`src/rtl/mem_bus_arbiter_pkg.sv`:
```
`default_nettype none
// ============================================================================
// mem_bus_arbiter_pkg : shared widths, FSM/grant encodings and transfer record
//                       for the MEM/IF to SRAM-slave bus arbiter.
// Revision: 1.0
// ============================================================================
package mem_bus_arbiter_pkg;

    localparam int ADDR_W = 32;
    localparam int DATA_W = 32;

    localparam logic [0:0] ARB_IDLE = 1'b0;
    localparam logic [0:0] ARB_BUSY = 1'b1;

    localparam logic [0:0] ARB_M0 = 1'b0;
    localparam logic [0:0] ARB_M1 = 1'b1;

    typedef struct packed {
        logic              we;
        logic [ADDR_W-1:0] addr;
        logic [DATA_W-1:0] wdata;
    } xfer_t;

    // Fetch wins only when MEM is idle or fetch has waited out its starvation budget.
    function automatic logic pick_m1(input logic m0_req,
                                     input logic m1_req,
                                     input logic starve_full);
        return m1_req && (!m0_req || starve_full);
    endfunction

endpackage
`default_nettype wire

```
`src/rtl/mem_bus_arbiter_watchdog.sv`:
```
`default_nettype none
// ============================================================================
// mem_bus_arbiter_watchdog : counts BUSY cycles and flags the last permitted
//                            cycle of a transfer that has not been acked.
// Revision: 1.0
// ============================================================================
module mem_bus_arbiter_watchdog #(
    parameter int TIMEOUT_CYC = 64
) (
    input  logic clk,
    input  logic rst,
    input  logic clear_i,
    input  logic enable_i,
    output logic expired_o
);

    localparam int            CW       = $clog2(TIMEOUT_CYC + 1);
    localparam logic [CW-1:0] CNT_LAST = CW'(TIMEOUT_CYC - 1);

    logic [CW-1:0] cnt_q;
    logic [CW-1:0] cnt_d;

    // cnt_q holds the number of BUSY cycles already completed, so expiry is
    // raised during the TIMEOUT_CYC-th BUSY cycle and acted on at its end.
    always_comb begin
        cnt_d = cnt_q;
        if (clear_i) begin
            cnt_d = '0;
        end else if (enable_i && (cnt_q != CNT_LAST)) begin
            cnt_d = cnt_q + 1'b1;
        end
    end

    always_ff @(posedge clk or negedge rst) begin
        if (!rst) begin
            cnt_q <= '0;
        end else begin
            cnt_q <= cnt_d;
        end
    end

    assign expired_o = enable_i && (cnt_q == CNT_LAST);

endmodule
`default_nettype wire

```
`src/rtl/mem_bus_arbiter.sv`:
```
`default_nettype none
// ============================================================================
// mem_bus_arbiter : two-master (MEM stage, instruction fetch) to one SRAM
//                   slave arbiter with starvation guard and transfer watchdog.
// Revision: 1.0
// ============================================================================
module mem_bus_arbiter
    import mem_bus_arbiter_pkg::*;
#(
    parameter int TIMEOUT_CYC = 64,
    parameter int STARVE_LIM  = 4
) (
    input  logic              clk,
    input  logic              rst,
    input  logic              m0_req,
    input  logic              m0_we,
    input  logic [ADDR_W-1:0] m0_addr,
    input  logic [DATA_W-1:0] m0_wdata,
    output logic [DATA_W-1:0] m0_rdata,
    output logic              m0_ack,
    input  logic              m1_req,
    input  logic [ADDR_W-1:0] m1_addr,
    output logic [DATA_W-1:0] m1_rdata,
    output logic              m1_ack,
    output logic [ADDR_W-1:0] bus_addr_o,
    output logic [DATA_W-1:0] bus_data_o,
    input  logic [DATA_W-1:0] bus_data_i,
    output logic              bus_select_o,
    output logic              bus_we_o,
    input  logic              bus_ack_i,
    output logic              bus_err_o
);

    localparam int            SW         = $clog2(STARVE_LIM + 1);
    localparam logic [SW-1:0] STARVE_MAX = SW'(STARVE_LIM);

    logic [0:0]        state_q,    state_d;
    logic [0:0]        grant_q,    grant_d;
    xfer_t             xfer_q,     xfer_d;
    logic [SW-1:0]     starve_q,   starve_d;
    logic [DATA_W-1:0] m0_rdata_q, m0_rdata_d;
    logic [DATA_W-1:0] m1_rdata_q, m1_rdata_d;
    logic              m0_ack_q,   m0_ack_d;
    logic              m1_ack_q,   m1_ack_d;
    logic              err_q,      err_d;

    logic              in_idle;
    logic              in_busy;
    logic              starve_full;
    logic              grant_m0;
    logic              grant_m1;
    logic              wd_expired;
    logic              done;
    logic [DATA_W-1:0] done_data;

    assign in_idle     = (state_q == ARB_IDLE);
    assign in_busy     = (state_q == ARB_BUSY);
    assign starve_full = (starve_q == STARVE_MAX);
    assign grant_m1    = in_idle && pick_m1(m0_req, m1_req, starve_full);
    assign grant_m0    = in_idle && m0_req && !grant_m1;

    // Slave ack takes precedence over a watchdog expiry in the same cycle.
    assign done        = in_busy && (bus_ack_i || wd_expired);
    assign done_data   = bus_ack_i ? bus_data_i : '0;

    mem_bus_arbiter_watchdog #(
        .TIMEOUT_CYC (TIMEOUT_CYC)
    ) u_watchdog (
        .clk       (clk),
        .rst       (rst),
        .clear_i   (grant_m0 || grant_m1),
        .enable_i  (in_busy),
        .expired_o (wd_expired)
    );

    always_comb begin
        state_d    = state_q;
        grant_d    = grant_q;
        xfer_d     = xfer_q;
        starve_d   = starve_q;
        m0_rdata_d = m0_rdata_q;
        m1_rdata_d = m1_rdata_q;
        m0_ack_d   = 1'b0;
        m1_ack_d   = 1'b0;
        err_d      = 1'b0;

        if (!m1_req || grant_m1) begin
            starve_d = '0;
        end else if (grant_m0 && !starve_full) begin
            starve_d = starve_q + 1'b1;
        end

        if (grant_m1) begin
            state_d      = ARB_BUSY;
            grant_d      = ARB_M1;
            xfer_d.we    = 1'b0;
            xfer_d.addr  = m1_addr;
            xfer_d.wdata = '0;
        end else if (grant_m0) begin
            state_d      = ARB_BUSY;
            grant_d      = ARB_M0;
            xfer_d.we    = m0_we;
            xfer_d.addr  = m0_addr;
            xfer_d.wdata = m0_wdata;
        end

        if (done) begin
            state_d = ARB_IDLE;
            err_d   = !bus_ack_i;
            if (grant_q == ARB_M1) begin
                m1_rdata_d = done_data;
                m1_ack_d   = 1'b1;
            end else begin
                m0_rdata_d = done_data;
                m0_ack_d   = 1'b1;
            end
        end
    end

    always_ff @(posedge clk or negedge rst) begin
        if (!rst) begin
            state_q    <= ARB_IDLE;
            grant_q    <= ARB_M0;
            xfer_q     <= '0;
            starve_q   <= '0;
            m0_rdata_q <= '0;
            m1_rdata_q <= '0;
            m0_ack_q   <= 1'b0;
            m1_ack_q   <= 1'b0;
            err_q      <= 1'b0;
        end else begin
            state_q    <= state_d;
            grant_q    <= grant_d;
            xfer_q     <= xfer_d;
            starve_q   <= starve_d;
            m0_rdata_q <= m0_rdata_d;
            m1_rdata_q <= m1_rdata_d;
            m0_ack_q   <= m0_ack_d;
            m1_ack_q   <= m1_ack_d;
            err_q      <= err_d;
        end
    end

    assign bus_select_o = in_busy;
    assign bus_addr_o   = xfer_q.addr;
    assign bus_data_o   = xfer_q.wdata;
    assign bus_we_o     = xfer_q.we;
    assign bus_err_o    = err_q;
    assign m0_rdata     = m0_rdata_q;
    assign m0_ack       = m0_ack_q;
    assign m1_rdata     = m1_rdata_q;
    assign m1_ack       = m1_ack_q;

endmodule
`default_nettype wire

```
`config.mk`:
```
export PLATFORM = sky130hd
export DESIGN_NAME = mem_bus_arbiter
export DESIGN_NICKNAME = d
export VERILOG_FILES = /design/src/rtl/mem_bus_arbiter_pkg.sv /design/src/rtl/mem_bus_arbiter_watchdog.sv /design/src/rtl/mem_bus_arbiter.sv
export SDC_FILE = /design/constraint.sdc
export NUM_CORES = 1
export LEC_CHECK = 0
export ABC_AREA = 1
export BUFFER_PORTS_ARGS = -buffer_cell sky130_fd_sc_hd__buf_4
export CAP_MARGIN = 25
export CORE_MARGIN = 5
export CORE_UTILIZATION = 50
export DETAILED_ROUTE_END_ITERATION = 16
export PLACE_DENSITY = 0.92
export SYNTH_ARGS = -nofsm -noshare
export SYNTH_HDL_FRONTEND = slang
export SYNTH_SLANG_ARGS = --single-unit
```
`constraint.sdc`:
```
create_clock -name clk -period 2.21 [get_ports clk]
set_clock_uncertainty 0.05 [all_clocks]
set_input_delay 0.3315 -clock clk [delete_from_list [all_inputs] [get_ports clk]]
set_output_delay 0.3315 -clock clk [all_outputs]
set_load 0.05 [all_outputs]
```
==> results of run 1 <==
==> power by group <==
| part | switching (W) | total [W] | internal, W |
|---|---|---|---|
| logic | 0.00631 | 0.00867 | 0.00236 |
| clock network | 0.00108 | 0.00292 | 0.00185 |
| registers | 0.000788 | 0.00461 | 0.00382 |
| total | 0.00818 | 0.0162 | 0.00803 |
==> per-layer routing <==
metal | vias to the layer above | share of wire (%) | global-route usage [%]
li1 | 2843 | - | -
met1 | 2793 | 39 | 30.6
met2 | 285 | 49 | 42.1
met3 | 34 | 9.8 | 9.75
met4 | 0 | 2.4 | 9.87
met5 | - | 0 | 0
==> cell usage in the layout (no fill, tap or decap), drive strengths merged <==
master | netlist | layout
clkinv | 1 | 6
o21bai | 1 | 1
dlygate4sd3 | 0 | 1
nand2 | 324 | 324
o21ai | 70 | 70
inv | 49 | 49
clkinvlp | 0 | 3
nand4 | 65 | 65
bufinv | 0 | 3
dfrtp | 144 | 144
a21oi | 2 | 2
xor2 | 2 | 2
clkbuf | 20 | 20
buf | 29 | 279
nand3 | 10 | 10
nor2 | 10 | 10
ha | 3 | 3
==> sequential cells by signal, indices dropped and copies added (netlist names) <==
register and cells:
u_watchdog.cnt_q 7, m1_rdata 32, grant_q 1, bus_err_o 1, bus_we_o 1, bus_select_o 1, m0_ack 1, starve_q 3
bus_addr_o 32, m1_ack 1, bus_data_o 32, m0_rdata 32
==> cells by family (layout without fill, tap and decap cells) <==
group / Yosys count / in the layout / share of synthesized area, %
simple gates: 409 / 409 / 27.9
flops: 144 / 144 / 57.9
buf+inv: 99 / 361 / 7.40
compound gates: 73 / 73 / 5.97
fa+ha+maj: 3 / 3 / 0.603
xor+xnor: 2 / 2 / 0.281
==> stage by stage <==
step	utilization [%]	hold WS (ns)	worst slack, ns
finish	73.8	0.0564	0.436
global route	73.8	0.0560	0.276
CTS	73.7	0.0407	0.182
detailed placement	68.7	0.263	0.230
global placement	68.7	0.261	0.312
floorplan	-	-0.0141	0.555
==> timing repair <==
item | 4_1_cts | 5_1_grt
hold buffers | 1 | 0
setup buffers | 0 | 0
setup endpoints to repair | 0 | 1
hold endpoints to repair | 48 | 0
resized for setup | 0 | 1
==> how the worst min path moves through the flow <==
stage / start / slack, ns / depth (start not counted) / end
2_1_floorplan: rst / -0.01 / 0 / bus_addr_o[0]
3_3_place_gp: rst / 0.26 / 1 / m0_rdata[4]
3_5_place_dp: rst / 0.26 / 1 / m0_rdata[4]
4_1_cts: m0_wdata[17] / 0.04 / 3 / bus_data_o[17]
5_1_grt: m0_wdata[18] / 0.06 / 3 / bus_data_o[18]
6_report: m0_wdata[9] / 0.06 / 3 / bus_data_o[9]
==> cell type report <==
type	count	area (um^2)	share of cell area (%)
Clock buffer	20	467	5.22
Clock inverter	11	138	1.54
Inverter	50	190	2.13
Multi-Input combinational cell	487	2170	24.3
Sequential cell	144	3600	40.3
Tap cell	168	210	2.35
Timing Repair Buffer	280	2160	24.1
==> critical path, cell delays in order, from the launching register on <==
cell and delay, ns:
dfrtp_1 0.38, ha_1 0.19, nand3_1 0.10, inv_1 0.09, nand2_1 0.07, nand2_1 0.16, nand3_4 0.35, nand2_1 0.20
nand2_1 0.08
==> impl_results.md, run 1 <==
- Outcome: complete, no violations
- Post-synth EDFFs: 0
- Final Cell Area: 8940 um^2
- Synth top area cells: dfrtp_1 (58%), nand2_1 (19%), nand4_1 (6.5%)
- Largest net degree at the start of global routing: 65
- Critical Path Source Type: flip-flop
- CP Data Required Time: 2.46 ns
- Gr ovfl total: 0
- Seq/Total Area, Yosys: between 50% and 60%
- FMAX: approximately 0.56 GHz
- Worst-path clk slew: 0.06 ns
- Total power: 0.0162 W
- Top cell types by occurrence after synthesis: nand2_1 (320), dfrtp_1 (144), nand4_1 (65)
- Non-filler cells, final: 1,160
- Area share of the largest cell type after synthesis: 57.9%
- Die Ht: 122 um
- Fin crit share: 80.3%
- Reg-to-Reg Start: u_watchdog.cnt_q[1]
- Setup CP Type: reg2reg
- Min cycle time layout: ~1.8 ns
- Clock latency on the worst-skew pair: 0.42 ns
- H-tree depth: 4
- Placed cell count: around 1,100
- Root Buffer: clkbuf_16
- Final hold vios: 0
- Synthesized area: 6230 um^2
- Port-buffer cells: 266
- R2R depth: 8
- Mean routed wirelength per cell: 16.3 um
- Post-layout nets: 1,117
- Worst Path Arrival: roughly 2.0 ns
- Syn avg cell area: 8.53 um^2
- Worst IR Drop VDD: between 900 and 1000 uV
- Total wire length: 18.9 mm
- Flop2flop setup slack: 0.44 ns
- Critical Path Sink Type: flip-flop
- HPWL Detailed: 13.8 mm
- Crit Path Max Fanout: 33
- Reg2reg end: m1_rdata[11]
- Worst setup path endpoint: m1_rdata[11]
- Antenna viol nets, final: 0
- Worst relative slew slack: between 50% and 60%
- Share of cells above drive strength 1: 32.4%
- CTS Buf Count: 17
- IO Pins: 267
- Leakage power figure: 5.02 nW
- DRC violations left: 0
- Number of global-route vias before repair: about 5,800
- Synth Net Count: 867
- Most frequent cell after synthesis: nand2_1
- Vias: 5,955
- Synth cell types: 23
- Worst Tran Pin Value: 0.632 ns
- Die X: around 120 um
- GPL Wtd Cong: ~0.83
- CTS tree: built
- Setup TNS: 0 ns
- FF+latch count, synth: roughly 140
- Starting Density: 51.4%
- PwrDens: 1810 nW/um^2
- # fillers: 865
- Unrepaired setup endpoints after global routing: false
- Initial antenna violation count: 0
- Placed inst area: 8320 um^2
- Max clock buf depth: 2
- Area Overhead vs Synth: 43.5%
- Final Setup Violations: 0
- Top FF cell, synth: dfrtp_1
- Vias per cell: 5.13
- CORE AREA: 12,100 um^2
- Async SR Flop Fraction: 100%
- Cell taking the most area after synthesis: dfrtp_1
- Drt pass-1 iters: 5
- Clock sink count: 144
- Min-Delay Path Class: in2reg
- First-pass GRT wire length: 29.5 mm
- Max-cap violations: 0
- N_diodes: 0
- Cells after Synth: 730
- Drt initial violations: 586
- Die Area: 14,800 um^2
- Std cell rows: 40
- Slew Viols, Final: 0
- Total Routing Usage GR: 25.6%
- Ys Warns: 0
- Crit. Startpoint: u_watchdog.cnt_q[1]
No activity file was read; power rests on OpenSTA's default activity.
==> run 2, diff against run 1 <==
- CORE_UTILIZATION: 50 -> 48
- PLACE_DENSITY: 0.92 -> 0.89
- clock period: 2.21 -> 1.71 ns (I/O delays scaled with it)
==> impl_results.md, run 2 (same netlist as run 1, synthesis figures left out) <==
- Vias: between 6,000 and 7,000
- Max clock buf depth: 2
- Reg-to-Reg Start: u_watchdog.cnt_q[0]
- Antenna viol nets, final: 0
- Hold Path Stages: 3
- Std cell rows: 41
- CTS tree: built
- Combinational share of power: 54.6%
- PwrDens: roughly 2300 nW/um^2
- Share of cells above drive strength 1: 31.8%
- Final Cell Area: 9310 um^2
- IO Pins: about 270
- Reg2reg end: m1_rdata[0]
- Drt initial violations: just under 600
- Min cycle time layout: 1.63 ns
- HPWL Detailed: 13.1 mm
- Worst IR Drop VDD: 1560 uV
- Mean routed wirelength per cell: 16.4 um
- Port-buffer cells: roughly 270
- Min-Delay Path Class: in2reg
- GPL Wtd Cong: 0.827
- Area Overhead vs Synth: 49.6%
- Total power: between 0.02 and 0.025 W
- Post-layout nets: 1,150
- Worst relative slew slack: 76.4%
- Switching power share of the total: 50.5%
- Vias per cell: 5.12
- Unrepaired setup endpoints after global routing: false
- Flop2flop setup slack: 0.13 ns
- H-tree depth: 4
- Final core occ: 73.5%
- Final hold vios: 0
- # fillers: ~840
- Min-delay src: m0_wdata[2]
- Crit Path Max Fanout: 36
- Internal Power: 0.0104 W
- Clock latency on the worst-skew pair: ~0.41 ns
- Post-cts sizing count: 0
- Largest net degree at the start of global routing: 73
- Number of global-route vias before repair: 5,926
- Slew Viols, Final: 0
- First-pass GRT wire length: 30.1 mm
- Root Buffer: clkbuf_16
- Total Routing Usage GR: 25.4%
- Clock sink count: 144
- DRC violations left: 0
- Clock share of power: 17.3%
- Die Area: 15,300 um^2
- WHS Endpoint: bus_data_o[2]
- Sequential power share: 28.1%
- Critical Path Source Type: flip-flop
- Multi-input gate area: 2160 um^2
- Starting Density: 49.1%
- CP Data Required Time: 1.40 ns
- Final Setup Violations: 0
- Initial antenna violation count: 1
- Worst Path Arrival: 1.32 ns
- Final worst slack: between 0.07 and 0.08 ns
- Most common cell after layout, fill and taps aside: nand2_1
- Die X: 124 um
- Outcome: complete, no violations
- Total wire length: approximately 20 mm
- R2R depth: 9
- Max-cap violations: 0
- Leakage power figure: 5.18 nW
- Fin crit share: 95.4%
- Sw power: 0.0106 W
- FMAX: 0.613 GHz
- Commonest cells after routing, fill and taps aside: nand2_1 (320), buf_4 (273), dfrtp_1 (143), nand4_1 (65), o21ai_1 (57)
- Register area: 3600 um^2
- CTS Buf Count: 17
- Placed inst area: approximately 8400 um^2
- Setup TNS: 0 ns
- Die Ht: between 100 and 150 um
- Pre-CTS WS: approximately 0.15 ns
- Worst Tran Pin Value: 0.354 ns
- Drt pass-1 iters: 6
- Worst-path clk slew: 0.06 ns
- Post-CTS Setup Inserts: 0
- Critical Path Sink Type: output pin
- CORE AREA: 12,700 um^2
- Setup CP Type: reg2out
- Gr ovfl total: 0
## run 2: cell count changes in the layout (fill, tap and decap cells not counted), sizes merged
cell         delta
dlygate4sd3    +28
buf             +4
clkbuf          +2
bufinv          -1
clkinv          +1
diode           +1
## run 2: area by class of cell
cell class | instances | area share [%]
clock buffers | 21 | 5.05
inverters | 50 | 2.04
well taps | 172 | 2.31
flip-flops and latches | 144 | 38.7
diodes | 1 | 0.0269
repair buffers | 313 | 27.4
clock inverters | 11 | 1.21
multi-input cells | 487 | 23.2
## run 2: power groups by stage
stage	registers (W)	logic (W)	clock network (W)
6_report	0.00593	0.0115	0.00364
5_1_grt	0.00610	0.0122	0.00384
4_1_cts	0.00587	0.0114	0.00367
3_5_place_dp	0.00586	0.0114	0
3_3_place_gp	0.00587	0.0112	0
2_1_floorplan	0.0109	0.00261	0
## run 2: per-layer routing
layer / track usage (%) / share of wire (%)
met1: 31.2 / 37
met2: 41.1 / 49
met4: 11.0 / 3.0
met3: 8.45 / 11
met5: 0 / 0
## run 2: per-stage QoR
stage,hold WS [ns],cells
6_report,0.0167,1199
5_1_grt,0.0169,1199
4_1_cts,0.000636,1196
3_5_place_dp,0.121,1136
3_3_place_gp,0.119,1136
2_1_floorplan,-0.0891,730
## run 2: worst max-delay path by stage
stage	depth (start not counted)	start	slack, ns	end
final	2	bus_select_o	0.08	bus_select_o
after global routing	9	u_watchdog.cnt_q[0]	0.002	m1_rdata[0]
after CTS	2	bus_select_o	0.02	bus_select_o
after detailed placement	9	u_watchdog.cnt_q[0]	0.15	m1_rdata[4]
after global placement	9	u_watchdog.cnt_q[0]	0.22	m1_rdata[13]
after floorplan	9	bus_select_o	0.05	bus_addr_o[10]
## run 2: critical path: stages (launching register included)
cell	delay, ns
dfrtp_2	0.46
buf_12	0.22
buf_4	0.23
## run 2: what timing repair did
| action | CTS | global route |
|---|---|---|
| hold buffers | 28 | 1 |
| hold endpoints to repair | 57 | 1 |
| setup endpoints to repair | 0 | 1 |
